### src/rtl/uart_rx_buffered.sv
// uart_rx_buffered: UART receiver with a 2-FF synchroniser, mid-bit sampling
// FSM, optional parity check and a receive FIFO drained by a level drop.
module uart_rx_buffered #(
  parameter int CLKS_PER_BIT = 16,
  parameter int DATA_WIDTH   = 8,
  parameter int PARITY_EN    = 0,
  parameter int PARITY_ODD   = 0,
  parameter int FIFO_LENGTH  = 16,
  parameter int COUNTER_SIZE = $clog2(FIFO_LENGTH + 1)
) (
  input  logic                    clk,
  input  logic                    rst,
  input  logic                    rx,
  output logic [DATA_WIDTH-1:0]   data_o,
  input  logic                    drop,
  output logic                    fifo_empty,
  output logic                    fifo_full,
  output logic [COUNTER_SIZE-1:0] awaiting_count,
  output logic                    busy,
  output logic                    frame_error,
  output logic                    parity_error,
  output logic                    overrun
);

  localparam int BAUD_W = $clog2(CLKS_PER_BIT);
  localparam int BIT_W  = $clog2(DATA_WIDTH);
  localparam int PTR_W  = (FIFO_LENGTH > 1) ? $clog2(FIFO_LENGTH) : 1;

  typedef enum logic [2:0] {S_IDLE, S_START, S_DATA, S_PARITY, S_STOP} state_t;

  state_t                  state, state_nxt;
  logic                    rx_s1, rx_s2, rx_prev;
  logic                    rx_fall;
  logic [BAUD_W-1:0]       baud_cnt;
  logic [BIT_W-1:0]        bit_cnt;
  logic [DATA_WIDTH-1:0]   shift_reg;
  logic                    par_err;
  logic                    half_tick, bit_tick, last_bit;
  logic                    push, do_pop;
  logic [DATA_WIDTH-1:0]   mem [FIFO_LENGTH];
  logic [PTR_W-1:0]        wr_ptr, rd_ptr;

  function automatic logic [PTR_W-1:0] ptr_inc(input logic [PTR_W-1:0] p);
    return (p == PTR_W'(FIFO_LENGTH - 1)) ? '0 : p + 1'b1;
  endfunction

  // rx synchroniser plus one extra stage for falling-edge detection; the edge
  // detector also keeps IDLE from re-arming until rx has been seen high again.
  always_ff @(posedge clk or posedge rst) begin
    if (rst) begin
      rx_s1   <= 1'b1;
      rx_s2   <= 1'b1;
      rx_prev <= 1'b1;
    end else begin
      rx_s1   <= rx;
      rx_s2   <= rx_s1;
      rx_prev <= rx_s2;
    end
  end

  assign rx_fall   = rx_prev & ~rx_s2;
  assign half_tick = (baud_cnt == BAUD_W'(CLKS_PER_BIT / 2 - 1));
  assign bit_tick  = (baud_cnt == BAUD_W'(CLKS_PER_BIT - 1));
  assign last_bit  = (bit_cnt == BIT_W'(DATA_WIDTH - 1));

  // FSM state register
  always_ff @(posedge clk or posedge rst) begin
    if (rst) state <= S_IDLE;
    else     state <= state_nxt;
  end

  // FSM next-state logic
  always_comb begin
    state_nxt = state;
    case (state)
      S_IDLE:   if (rx_fall) state_nxt = S_START;
      S_START:  if (half_tick) state_nxt = rx_s2 ? S_IDLE : S_DATA;
      S_DATA:   if (bit_tick && last_bit) state_nxt = (PARITY_EN != 0) ? S_PARITY : S_STOP;
      S_PARITY: if (bit_tick) state_nxt = S_STOP;
      S_STOP:   if (bit_tick) state_nxt = S_IDLE;
      default:  state_nxt = S_IDLE;
    endcase
  end

  // FSM outputs: busy level and the single per-frame verdict on the stop-sample cycle
  always_comb begin
    busy         = (state != S_IDLE);
    frame_error  = 1'b0;
    parity_error = 1'b0;
    overrun      = 1'b0;
    push         = 1'b0;
    if (state == S_STOP && bit_tick) begin
      if (!rx_s2)                 frame_error  = 1'b1;
      else if (par_err)           parity_error = 1'b1;
      else if (fifo_full && !drop) overrun     = 1'b1;
      else                        push         = 1'b1;
    end
  end

  // Bit-timing counters, data shifter (LSB first) and latched parity mismatch
  always_ff @(posedge clk or posedge rst) begin
    if (rst) begin
      baud_cnt  <= '0;
      bit_cnt   <= '0;
      shift_reg <= '0;
      par_err   <= 1'b0;
    end else begin
      case (state)
        S_IDLE: begin
          baud_cnt <= '0;
          bit_cnt  <= '0;
          if (rx_fall) par_err <= 1'b0;
        end
        S_START: baud_cnt <= half_tick ? '0 : baud_cnt + 1'b1;
        S_DATA: begin
          if (bit_tick) begin
            baud_cnt  <= '0;
            shift_reg <= {rx_s2, shift_reg[DATA_WIDTH-1:1]};
            bit_cnt   <= last_bit ? '0 : bit_cnt + 1'b1;
          end else begin
            baud_cnt <= baud_cnt + 1'b1;
          end
        end
        S_PARITY: begin
          if (bit_tick) begin
            baud_cnt <= '0;
            par_err  <= ((^shift_reg) ^ rx_s2) != 1'(PARITY_ODD);
          end else begin
            baud_cnt <= baud_cnt + 1'b1;
          end
        end
        S_STOP:  baud_cnt <= bit_tick ? '0 : baud_cnt + 1'b1;
        default: baud_cnt <= '0;
      endcase
    end
  end

  // FIFO storage; contents need no reset because data_o is masked while empty
  always_ff @(posedge clk) begin
    if (push) mem[wr_ptr] <= shift_reg;
  end

  assign do_pop = drop & ~fifo_empty;

  // FIFO pointers and occupancy; push with drop leaves the count unchanged
  always_ff @(posedge clk or posedge rst) begin
    if (rst) begin
      wr_ptr         <= '0;
      rd_ptr         <= '0;
      awaiting_count <= '0;
    end else begin
      if (push)   wr_ptr <= ptr_inc(wr_ptr);
      if (do_pop) rd_ptr <= ptr_inc(rd_ptr);
      case ({push, do_pop})
        2'b10:   awaiting_count <= awaiting_count + 1'b1;
        2'b01:   awaiting_count <= awaiting_count - 1'b1;
        default: awaiting_count <= awaiting_count;
      endcase
    end
  end

  assign fifo_empty = (awaiting_count == '0);
  assign fifo_full  = (awaiting_count == COUNTER_SIZE'(FIFO_LENGTH));
  assign data_o     = fifo_empty ? '0 : mem[rd_ptr];

endmodule
### config.mk
export PLATFORM = sky130hd
export DESIGN_NAME = uart_rx_buffered
export DESIGN_NICKNAME = d
export VERILOG_FILES = /design/src/rtl/uart_rx_buffered.sv
export SDC_FILE = /design/constraint.sdc
export NUM_CORES = 1
export LEC_CHECK = 0
export ABC_AREA = 1
export BUFFER_PORTS_ARGS = -buffer_cell sky130_fd_sc_hd__buf_2
export CELL_PAD_IN_SITES_DETAIL_PLACEMENT = 0
export CELL_PAD_IN_SITES_GLOBAL_PLACEMENT = 1
export CORE_UTILIZATION = 25
export CTS_CLUSTER_DIAMETER = 200
export DETAILED_ROUTE_END_ITERATION = 10
export GPL_ROUTABILITY_DRIVEN = 0
export PLACE_DENSITY = 0.56
export RECOVER_POWER = 50
export SLEW_MARGIN = 10
export SYNTH_ARGS = -nofsm -noshare
export SYNTH_HDL_FRONTEND = slang
export SYNTH_SLANG_ARGS = --single-unit
export TNS_END_PERCENT = 100
### constraint.sdc
create_clock -name clk -period 3.2 [get_ports clk]
set_input_delay 0.32 -clock clk [delete_from_list [all_inputs] [get_ports clk]]
set_output_delay 0.32 -clock clk [all_outputs]
set_load 0.1 [all_outputs]
==> impl_metrics.sql, run 1 <==
INSERT INTO impl_metrics (metric_group, metric, value, unit) VALUES
('status', 'run_status', 'completed', ''),
('layout', 'n_fill_cell', '2961', ''),
('drt', 'drc', '0', ''),
('synthesis', 'mappedNetlistArea', '0.00722', 'mm²'),
('synthesis', 'synthCells', '699', ''),
('synthesis', 'synthDominantAreaCellType', 'sky130_fd_sc_hd__edfxtp_1', ''),
('timing', 'finalHoldViolCount', '0', ''),
('layout', 'area_growth_syn_to_layout', '19.7', '%'),
('placed_design', 'hpwl', '11000', 'µm'),
('power', 'power.density', '959', 'mW/mm²'),
('floorplan', 'ioPinCount', '23', ''),
('floorplan', 'die_w', '172', 'µm'),
('cts', 'cts_tree', 'yes', ''),
('global_routing', 'global_route_wire_length_before_repair', '27600', 'µm'),
('setup_path', 'timing.critical_path.from_type', 'flop', ''),
('drt', 'vias_per_cell', '4.24', ''),
('global_routing', 'grt_pass1_vias', '4890', ''),
('cts', 'numCtsBuffers', '17', ''),
('cts', 'cts.hold.buffers_added', '1', ''),
('timing', 'worstMarginPinSlew', '1.24', 'ns'),
('setup_path', 'category_of_cells_accounting_for_the_largest_share_of_critical_path_delay', 'flip-flops', ''),
('hold_path', 'kind_of_path_behind_the_tightest_hold_check', 'input pin to asynchronous set/reset pin', ''),
('timing', 'clock-skew-final', '0.0136', 'ns'),
('global_routing', 'grt_max_degree', '46', ''),
('setup_path', 'crit_path_top_delay_cell', 'sky130_fd_sc_hd__dfrtp_2', ''),
('setup_path', 'worst-path-buf-inv', '2', ''),
('setup_path', 'crit_required', '2.88', 'ns'),
('cts', 'cts-htree-levels', '4', ''),
('floorplan', 'die_h', '172', 'µm'),
('global_routing', 'track_usage', '12.7', '%'),
('floorplan', 'row_count', '61', ''),
('global_routing', 'grt_antenna_before_repair', '0', ''),
('layout', 'n_antenna_cell', '0', ''),
('cts', 'cts.clk_slew.worst_paths', '0.07', 'ns'),
('setup_path', 'crit_path_end_kind', 'output port', ''),
('synthesis', 'synth.ff_latch_count', '163', ''),
('cts', 'cts_max_path_buffers', '2', ''),
('setup_path', 'crit_path_start', 'rd_ptr[0]', ''),
('synthesis', 'proportion_of_synthesized_chip_area_in_sequential_cells', '65.4', '%'),
('power', 'peakVddDrop', '0.871', 'mV'),
('setup_path', 'worstPathCellList', 'buf_12 > nor2_1 > nor2_1 > o21ai_0 > o211ai_1 > nand3_1 > a21oi_4 > buf_12', ''),
('cts', 'cts_setup_buffers', '0', ''),
('power', 'leakagePower', '3.37', 'nW'),
('placed_design', 'number_of_buffers_inserted_by_port_buffering', '22', ''),
('synthesis', 'post_synth.cell_area_avg', '10.3', 'µm²'),
('timing', 'totalNegativeSetupSlack', '0', 'ns'),
('layout', 'postLayoutCoreUtil', '30.8', '%'),
('timing', 'fin_crit_sh', '87.1', '%'),
('layout', 'largest_reg_flops', '128', ''),
('setup_path', 'reg2reg_from', 'baud_cnt[0]', ''),
('drt', 'detail_route.wl_per_cell', '15.4', 'µm'),
('floorplan', 'die_area', '0.0296', 'mm²'),
('layout', 'multiInputGateArea', '0.00225', 'mm²'),
('setup_path', 'timing.critical_path.slowest_cell_delay', '0.67', 'ns'),
('timing', 'final.hold.worst_slack', '0.0753', 'ns'),
('layout', 'drive_gt1_share', '12.4', '%'),
('drt', 'starting_drt_drc_count', '318', ''),
('synthesis', 'yosys_warnings', '0', ''),
('drt', 'route.final.wire_length', '17400', 'µm'),
('synthesis', 'synth_cell_types', '32', ''),
('timing', 'timing_max_transition_violations_final', '0', ''),
('global_routing', 'gr-total-overflow', '0', ''),
('cts', 'cts_repair_resize_count', '0', ''),
('cts', 'later_pin_clock_latency_in_the_skew_report', '0.43', 'ns'),
('cts', 'clock_sinks', '163', ''),
('floorplan', 'start_util', '25.7', '%'),
('floorplan', 'floorplan.core_area', '0.0281', 'mm²'),
('timing', 'timing.final.crit_period', '2.79', 'ns'),
('timing', 'grt_setup_unrepaired', 'false', ''),
('timing', 'timing.fmax', '359', 'MHz'),
('run', 'drv.max_cap_violation_count', '0', '');
-- cells in the mapped netlist --
| master | number |
|---|---|
| sky130_fd_sc_hd__nor2_1 | 146 |
| sky130_fd_sc_hd__edfxtp_1 | 128 |
| sky130_fd_sc_hd__nand2_1 | 128 |
| sky130_fd_sc_hd__o21ai_0 | 84 |
| sky130_fd_sc_hd__inv_1 | 48 |
| sky130_fd_sc_hd__nand3_1 | 35 |
| sky130_fd_sc_hd__dfrtp_1 | 32 |
| sky130_fd_sc_hd__o211ai_1 | 13 |
| sky130_fd_sc_hd__ha_1 | 12 |
| sky130_fd_sc_hd__a21oi_1 | 10 |
| sky130_fd_sc_hd__buf_2 | 9 |
| sky130_fd_sc_hd__clkbuf_1 | 9 |
| sky130_fd_sc_hd__xor2_1 | 8 |
| sky130_fd_sc_hd__buf_4 | 5 |
| sky130_fd_sc_hd__clkinv_1 | 3 |
| sky130_fd_sc_hd__dfstp_2 | 3 |
| sky130_fd_sc_hd__nand2_4 | 3 |
| sky130_fd_sc_hd__nand4_1 | 3 |
| sky130_fd_sc_hd__nor3_1 | 3 |
| sky130_fd_sc_hd__buf_6 | 2 |
| sky130_fd_sc_hd__inv_2 | 2 |
| sky130_fd_sc_hd__nand2_2 | 2 |
| sky130_fd_sc_hd__xnor2_1 | 2 |
| sky130_fd_sc_hd__a21boi_0 | 1 |
| sky130_fd_sc_hd__nand3_2 | 1 |
| sky130_fd_sc_hd__nor2_2 | 1 |
| sky130_fd_sc_hd__nor2_4 | 1 |
| sky130_fd_sc_hd__nor3b_1 | 1 |
| sky130_fd_sc_hd__nor4_1 | 1 |
| sky130_fd_sc_hd__o21a_1 | 1 |
| sky130_fd_sc_hd__o21bai_1 | 1 |
| sky130_fd_sc_hd__o22ai_1 | 1 |
-- per-layer routing --
| metal | track usage [%] | wire length [µm] | up-vias |
|---|---|---|---|
| li1 | - | - | 2438 |
| met1 | 17.4 | 8450 | 2259 |
| met2 | 20.1 | 8080 | 81 |
| met3 | 2.45 | 605 | 15 |
| met4 | 4.58 | 247 | 0 |
| met5 | 0 | 0 | - |
-- kinds of logic after synthesis --
kind of cell,after synthesis,share of synthesized area (%)
flops,163,65.4
compound gates,111,8.27
fa+ha+maj,12,2.08
xor+xnor,10,1.21
simple gates,325,18.4
buf+inv,78,4.68
-- power by group --
part / switching [mW] / total [mW] / internal (mW)
sequential: 0.158 / 2.52 / 2.36
clock: 0.909 / 2.00 / 1.09
combinational: 2.61 / 3.77 / 1.16
-- worst paths after layout --
kind,to,slack [ns],cells after the start
min in group clk,rd_ptr[1],0.35,5
setup reg to reg,awaiting_count[4],0.55,18
hold reg to reg,rx_s2,0.36,0
max in group asynchronous,par_err,1.82,3
setup / recovery,data_o[5],0.41,8
hold / removal,awaiting_count[0],0.08,2
-- per-stage QoR --
step           setup slack [ns]  cells  total power, mW  area [µm²]
2_1_floorplan           -0.0797    699             5.27        7320
3_3_place_gp              0.742   1098             6.40        8090
3_5_place_dp              0.715   1098             6.39        8090
4_1_cts                   0.364   1131             8.41        8670
5_1_grt                   0.163   1131             8.77        8650
6_report                  0.413   1131             8.29        8650
-- final cells by class --
cell class	count	share of cell area [%]
inverter	53	2.32
sequential	163	54.6
tap	378	5.47
clock inverter	15	1.72
multi-input combinational	458	26.0
timing repair buffer	47	4.92
clock buffer	17	4.92
-- worst reg2reg max path, delay by kind of cell (launching register included) --
kind          cells  cell delay, ns
flops             1            0.37
buf+inv           2            0.11
simple gates     11            1.11
fa+ha+maj         3            0.64
xor+xnor          2            0.37
-- layout by cell type (no fill, tap or decap), types with 4 or more instances in the layout --
cell                        count
sky130_fd_sc_hd__clkbuf_1       6
sky130_fd_sc_hd__nand3_1       35
sky130_fd_sc_hd__dfrtp_1       31
sky130_fd_sc_hd__clkbuf_16     17
sky130_fd_sc_hd__buf_12        10
sky130_fd_sc_hd__nor2_1       147
sky130_fd_sc_hd__o211ai_1      13
sky130_fd_sc_hd__a21oi_4        8
sky130_fd_sc_hd__ha_1          12
sky130_fd_sc_hd__edfxtp_1     128
sky130_fd_sc_hd__nand2_1      128
sky130_fd_sc_hd__buf_4         17
sky130_fd_sc_hd__xor2_1         8
sky130_fd_sc_hd__inv_1         48
sky130_fd_sc_hd__o21ai_0       84
sky130_fd_sc_hd__buf_2         13
sky130_fd_sc_hd__inv_6          4
(Power assumes the default switching activity.)
==> inputs of run 2 (changes only) <==
- GPL_ROUTABILITY_DRIVEN: 0 -> default
- clock period: 3.2 -> 3.02 ns (I/O delays scaled with it)
==> run 2 against run 1 <==
Clock power up 18%. Sequential power up 7%. Critical path depth increased by 2. Routed wire length down 1.8%. Clock skew increased by 0.0062 ns. Flip-flop and latch count is the same. Largest power group unchanged.
==> impl_metrics.sql, run 2 (synthesis gave the netlist of run 1 again) <==
INSERT INTO impl_metrics (metric_group, metric, value, unit) VALUES
('drt', 'detail_route.wl_per_cell', '15.0', 'µm'),
('setup_path', 'crit_path_end_kind', 'output port', ''),
('power', 'peakVddDrop', '0.740', 'mV'),
('timing', 'timing_max_transition_violations_final', '0', ''),
('setup_path', 'critical_path_arrival', '2.45', 'ns'),
('cts', 'cts_max_path_buffers', '2', ''),
('cts', 'clockRootBuffer', 'sky130_fd_sc_hd__clkbuf_16', ''),
('global_routing', 'gr-total-overflow', '0', ''),
('floorplan', 'die_area', '0.0296', 'mm²'),
('layout', 'drive_gt1_share', '12.8', '%'),
('floorplan', 'floorplan.core_area', '0.0281', 'mm²'),
('timing', 'report.final.setup_viol', '0', ''),
('layout', 'final_design_area_no_fill', '0.00878', 'mm²'),
('layout', 'n_antenna_cell', '0', ''),
('setup_path', 'type_of_the_worst_setup_path', 'flop to output port', ''),
('placed_design', 'number_of_buffers_inserted_by_port_buffering', '22', ''),
('hold_path', 'kind_of_path_behind_the_tightest_hold_check', 'input pin to flop', ''),
('timing', 'finalHoldViolCount', '0', ''),
('cts', 'clock_sinks', '163', ''),
('layout', 'postLayoutCoreUtil', '31.3', '%'),
('layout', 'n_fill_cell', '2934', ''),
('setup_path', 'critical_path_peak_fanout', '11', ''),
('timing', 'clock-skew-final', '0.0199', 'ns'),
('status', 'run_status', 'completed', ''),
('floorplan', 'ioPinCount', '23', ''),
('placed_design', 'preCtsSetupSlack', '0.524', 'ns'),
('drt', 'vias', '4867', ''),
('layout', 'layout_commonest_cell', 'sky130_fd_sc_hd__nor2_1', ''),
('layout', 'final-seq-area', '0.00472', 'mm²'),
('timing', 'timing.max_slew.rel_slack', '20.4', '%'),
('cts', 'later_pin_clock_latency_in_the_skew_report', '0.43', 'ns'),
('drt', 'count_of_nets_left_with_antenna_violations_after_detail_routing', '0', ''),
('floorplan', 'die_h', '172', 'µm'),
('placed_design', 'last_weighted_congestion_value_of_the_routability_driven_placer', '0.762', ''),
('placed_design', 'post-place-cells', '1104', ''),
('global_routing', 'global_route_wire_length_before_repair', '27400', 'µm'),
('floorplan', 'die_w', '172', 'µm'),
('power', 'power.density', '1030', 'mW/mm²'),
('setup_path', 'timing.critical_path.from_type', 'flop', ''),
('global_routing', 'track_usage', '12.5', '%'),
('global_routing', 'grt_pass1_vias', '4832', ''),
('layout', 'design.final.nets', '763', ''),
('floorplan', 'start_util', '25.7', '%'),
('timing', 'worstMarginPinSlew', '1.19', 'ns'),
('placed_design', 'total_cell_area_at_the_placement_stage', '0.00815', 'mm²'),
('run', 'drv.max_cap_violation_count', '0', ''),
('layout', 'instances_no_fill', '1137', ''),
('timing', 'fin_crit_sh', '91.1', '%'),
('drt', 'vias_per_cell', '4.28', ''),
('layout', 'largest_reg_flops', '128', ''),
('cts', 'cts.clk_slew.worst_paths', '0.07', 'ns'),
('drt', 'drt_pre_antenna_iters', '4', ''),
('placed_design', 'hpwl', '11100', 'µm'),
('drt', 'starting_drt_drc_count', '290', ''),
('timing', 'final_critical_path_setup_slack', '0.269', 'ns'),
('timing', 'timing.final.crit_period', '2.75', 'ns'),
('drt', 'route.final.wire_length', '17100', 'µm'),
('cts', 'cts_tree', 'yes', ''),
('timing', 'timing.fmax', '364', 'MHz'),
('drt', 'drc', '0', ''),
('timing', 'grt_setup_unrepaired', 'false', ''),
('layout', 'multiInputGateArea', '0.00226', 'mm²'),
('layout', 'area_growth_syn_to_layout', '21.6', '%'),
('layout', 'mostFrequentLayoutCells', 'sky130_fd_sc_hd__nor2_1, sky130_fd_sc_hd__nand2_1, sky130_fd_sc_hd__edfxtp_1', ''),
('power', 'leakagePower', '3.44', 'nW'),
('floorplan', 'row_count', '61', ''),
('timing', 'final.hold.worst_slack', '0.346', 'ns'),
('cts', 'cts-htree-levels', '4', ''),
('power', 'design_power_total', '9.07', 'mW'),
('setup_path', 'crit_required', '2.72', 'ns'),
('timing', 'totalNegativeSetupSlack', '0', 'ns'),
('global_routing', 'grt_max_degree', '37', ''),
('cts', 'numCtsBuffers', '17', ''),
('global_routing', 'grt_antenna_before_repair', '0', '');
[run 2: cell count changes in the layout (fill, tap and decap cells not counted), moves of 2 or more]
cell,before,now
sky130_fd_sc_hd__clkbuf_1,6,9
sky130_fd_sc_hd__clkinv_2,3,1
sky130_fd_sc_hd__buf_4,17,19
sky130_fd_sc_hd__bufinv_16,1,4
sky130_fd_sc_hd__clkinvlp_4,3,1
[run 2: final cells by class]
type | count | area share (%)
Clock buffer | 17 | 4.85
Tap cell | 378 | 5.39
Sequential cell | 163 | 53.8
Timing Repair Buffer | 54 | 5.49
Clock inverter | 14 | 2.44
Inverter | 53 | 2.28
Multi-Input combinational cell | 458 | 25.7
[run 2: power by group]
part / leakage (nW) / switching, mW / internal (mW) / total, mW
Clock: 0.311 / 0.944 / 1.41 / 2.36
Sequential: 1.67 / 0.196 / 2.50 / 2.70
Combinational: 1.46 / 2.76 / 1.25 / 4.01
Total: 3.44 / 3.90 / 5.17 / 9.07
[run 2: critical path: stages, from the launching register on]
cell,delay [ns]
sky130_fd_sc_hd__dfrtp_1,0.59
sky130_fd_sc_hd__inv_1,0.29
sky130_fd_sc_hd__buf_4,0.27
sky130_fd_sc_hd__nor2_1,0.11
sky130_fd_sc_hd__o21ai_0,0.09
sky130_fd_sc_hd__nand2_1,0.06
sky130_fd_sc_hd__nand2_1,0.04
sky130_fd_sc_hd__nand2_1,0.12
sky130_fd_sc_hd__inv_1,0.08
sky130_fd_sc_hd__a21oi_4,0.17
sky130_fd_sc_hd__buf_12,0.20
[run 2: path summary, 6_finish.rpt]
path | startpoint | end | slack, ns | cells past startpoint
worst max-delay path | rd_ptr[1] | data_o[4] | 0.27 | 10
worst min-delay path | drop | rd_ptr[0] | 0.35 | 4
worst max register to register | baud_cnt[0] | awaiting_count[4] | 0.50 | 17
worst min register to register | rx_s1 | rx_s2 | 0.38 | 0
max in group asynchronous | rst | rd_ptr[0] | 1.42 | 4
min in group asynchronous | rst | baud_cnt[1] | 0.40 | 3
[run 2: repair_timing]
action                    CTS  global route
hold endpoints to repair   10             0
resized for setup           0             0
hold buffers                2             0
buffers inserted            0             0
[run 2: metal layers]
metal | vias up | track usage (%) | share of wire (%)
li1 | 2460 | - | -
met1 | 2321 | 17.3 | 49
met2 | 74 | 19.5 | 46
met3 | 12 | 2.63 | 3.3
met4 | 0 | 3.73 | 1.0
met5 | - | 0 | 0
==> inputs of run 3 (changes only) <==
- BUFFER_PORTS_ARGS: -buffer_cell sky130_fd_sc_hd__buf_2 -> -buffer_cell sky130_fd_sc_hd__buf_4
- HOLD_SLACK_MARGIN: default -> 0.12
==> run 3 against run 2 <==
Sequential power fell by 1%. First-iteration DRC count rose by 28%. Global-route usage rose by 0.18 points. Utilization fell by 0.37 points. Power fell by 5.1%. Clock power fell by 6%. Final cell count rose by 0.26%. Die area did not move.
==> impl_metrics.sql, run 3 (synthesis gave the netlist of run 1 again) <==
INSERT INTO impl_metrics (metric_group, metric, value, unit) VALUES
('layout', 'area_growth_syn_to_layout', '20.1', '%'),
('timing', 'fin_crit_sh', '92.0', '%'),
('timing', 'totalNegativeSetupSlack', '0', 'ns'),
('timing', 'timing_max_transition_violations_final', '0', ''),
('hold_path', 'kind_of_path_behind_the_tightest_hold_check', 'input pin to flop', ''),
('power', 'design_power_total', '8.61', 'mW'),
('setup_path', 'critical_path_arrival', '2.48', 'ns'),
('cts', 'cts.clk_slew.worst_paths', '0.07', 'ns'),
('setup_path', 'crit_path_top_delay_cell', 'sky130_fd_sc_hd__dfrtp_2', ''),
('setup_path', 'worstPathCellList', 'buf_4 > nor2_1 > nor2_1 > o21ai_0 > nand3_1 > nand3_1 > a21oi_4 > buf_4', ''),
('drt', 'starting_drt_drc_count', '370', ''),
('layout', 'instances_no_fill', '1140', ''),
('floorplan', 'die_h', '172', 'µm'),
('floorplan', 'die_w', '172', 'µm'),
('floorplan', 'row_count', '61', ''),
('floorplan', 'start_util', '25.7', '%'),
('layout', 'drive_gt1_share', '12.7', '%'),
('drt', 'vias_per_cell', '4.20', ''),
('setup_path', 'crit_required', '2.72', 'ns'),
('status', 'run_status', 'completed', ''),
('drt', 'count_of_nets_left_with_antenna_violations_after_detail_routing', '0', ''),
('drt', 'drc', '0', ''),
('timing', 'grt_setup_unrepaired', 'false', ''),
('cts', 'later_pin_clock_latency_in_the_skew_report', '0.43', 'ns'),
('floorplan', 'die_area', '0.0296', 'mm²'),
('layout', 'layout_commonest_cell', 'sky130_fd_sc_hd__nor2_1', ''),
('layout', 'design.final.nets', '765', ''),
('drt', 'route.final.wire_length', '17300', 'µm'),
('setup_path', 'crit_path_end_kind', 'output port', ''),
('layout', 'mostFrequentLayoutCells', 'sky130_fd_sc_hd__nor2_1, sky130_fd_sc_hd__nand2_1, sky130_fd_sc_hd__edfxtp_1', ''),
('cts', 'clock_sinks', '163', ''),
('global_routing', 'grt_antenna_before_repair', '0', ''),
('placed_design', 'post-place-cells', '1106', ''),
('timing', 'report.final.setup_viol', '0', ''),
('cts', 'clockRootBuffer', 'sky130_fd_sc_hd__clkbuf_16', ''),
('floorplan', 'floorplan.core_area', '0.0281', 'mm²'),
('timing', 'timing.fmax', '360', 'MHz'),
('placed_design', 'hpwl', '11200', 'µm'),
('drt', 'drt_pre_antenna_iters', '6', ''),
('timing', 'final.hold.worst_slack', '0.332', 'ns'),
('global_routing', 'track_usage', '12.7', '%'),
('setup_path', 'critical_path_peak_fanout', '23', ''),
('cts', 'cts_setup_buffers', '0', ''),
('cts', 'cts_tree', 'yes', ''),
('setup_path', 'timing.critical_path.from_type', 'flop', ''),
('drt', 'vias', '4792', ''),
('timing', 'clock-skew-final', '0.0106', 'ns'),
('power', 'power.density', '992', 'mW/mm²'),
('global_routing', 'gr-total-overflow', '0', ''),
('placed_design', 'last_weighted_congestion_value_of_the_routability_driven_placer', '0.754', ''),
('cts', 'numCtsBuffers', '17', ''),
('timing', 'timing.final.crit_period', '2.78', 'ns'),
('global_routing', 'global_route_wire_length_before_repair', '27600', 'µm'),
('drt', 'detail_route.wl_per_cell', '15.2', 'µm'),
('floorplan', 'ioPinCount', '23', ''),
('placed_design', 'number_of_buffers_inserted_by_port_buffering', '22', ''),
('setup_path', 'timing.critical_path.slowest_cell_delay', '0.66', 'ns'),
('layout', 'n_fill_cell', '2973', ''),
('layout', 'n_antenna_cell', '0', ''),
('cts', 'cts_max_path_buffers', '2', ''),
('layout', 'largest_reg_flops', '128', ''),
('cts', 'cts-htree-levels', '4', ''),
('timing', 'finalHoldViolCount', '0', ''),
('timing', 'timing.max_slew.rel_slack', '22.6', '%'),
('power', 'peakVddDrop', '0.603', 'mV'),
('run', 'drv.max_cap_violation_count', '0', ''),
('global_routing', 'grt_pass1_vias', '4648', ''),
('setup_path', 'type_of_the_worst_setup_path', 'flop to output port', ''),
('layout', 'postLayoutCoreUtil', '30.9', '%'),
('timing', 'worstMarginPinSlew', '1.17', 'ns'),
('power', 'leakagePower', '3.39', 'nW'),
('global_routing', 'grt_max_degree', '35', '');
## run 3: timing repair
item | CTS | global route
hold endpoints to repair | 10 | 0
gates resized for setup | 0 | 0
hold buffers | 2 | 0
setup endpoints to repair | 0 | 0
## run 3: layer usage
layer	vias up	wire length (µm)	GRT usage, %
li1	2459	-	-
met1	2238	8930	18.4
met2	86	7630	19.0
met3	9	606	2.29
met4	0	169	3.81
met5	-	0	0
## run 3: per-stage QoR
step	setup WS [ns]	instance area [µm²]
floorplan	-0.242	7320
global placement	0.549	8090
detailed placement	0.499	8090
CTS	0.205	8720
global route	0.0367	8670
finish	0.241	8670
## run 3: power by group
part / switching, mW / internal, mW / total, mW
logic: 2.73 / 0.984 / 3.72
clock network: 1.04 / 1.20 / 2.23
registers: 0.156 / 2.50 / 2.66
total: 3.93 / 4.68 / 8.61
## run 3: critical path, delay by kind of cell (launching register included)
family,cells,cell delay (ns)
DFF,1,0.66
and+or+nand+nor,4,0.44
buffers and inverters,2,0.65
AOI/OAI and AO/OA,2,0.30
## run 3: final timing paths
kind                             start                 to  slack [ns]  cells after the start
min in group asynchronous          rst        baud_cnt[2]        0.41                      3
setup / recovery             rd_ptr[0]          data_o[7]        0.24                      8
setup reg to reg           baud_cnt[0]  awaiting_count[4]        0.32                     18
hold reg to reg                  rx_s1              rx_s2        0.36                      0
hold / removal                    drop          rd_ptr[0]        0.33                      4
max in group asynchronous          rst          rd_ptr[0]        1.42                      4
## run 3: area by class of cell
class / count / area (µm²) / share of cell area, %
multi-input combinational: 458 / 2250 / 26.0
tap: 378 / 473 / 5.45
timing repair buffer: 56 / 409 / 4.72
clock inverter: 15 / 189 / 2.18
clock buffer: 17 / 425 / 4.90
sequential: 163 / 4720 / 54.5
inverter: 53 / 200 / 2.31
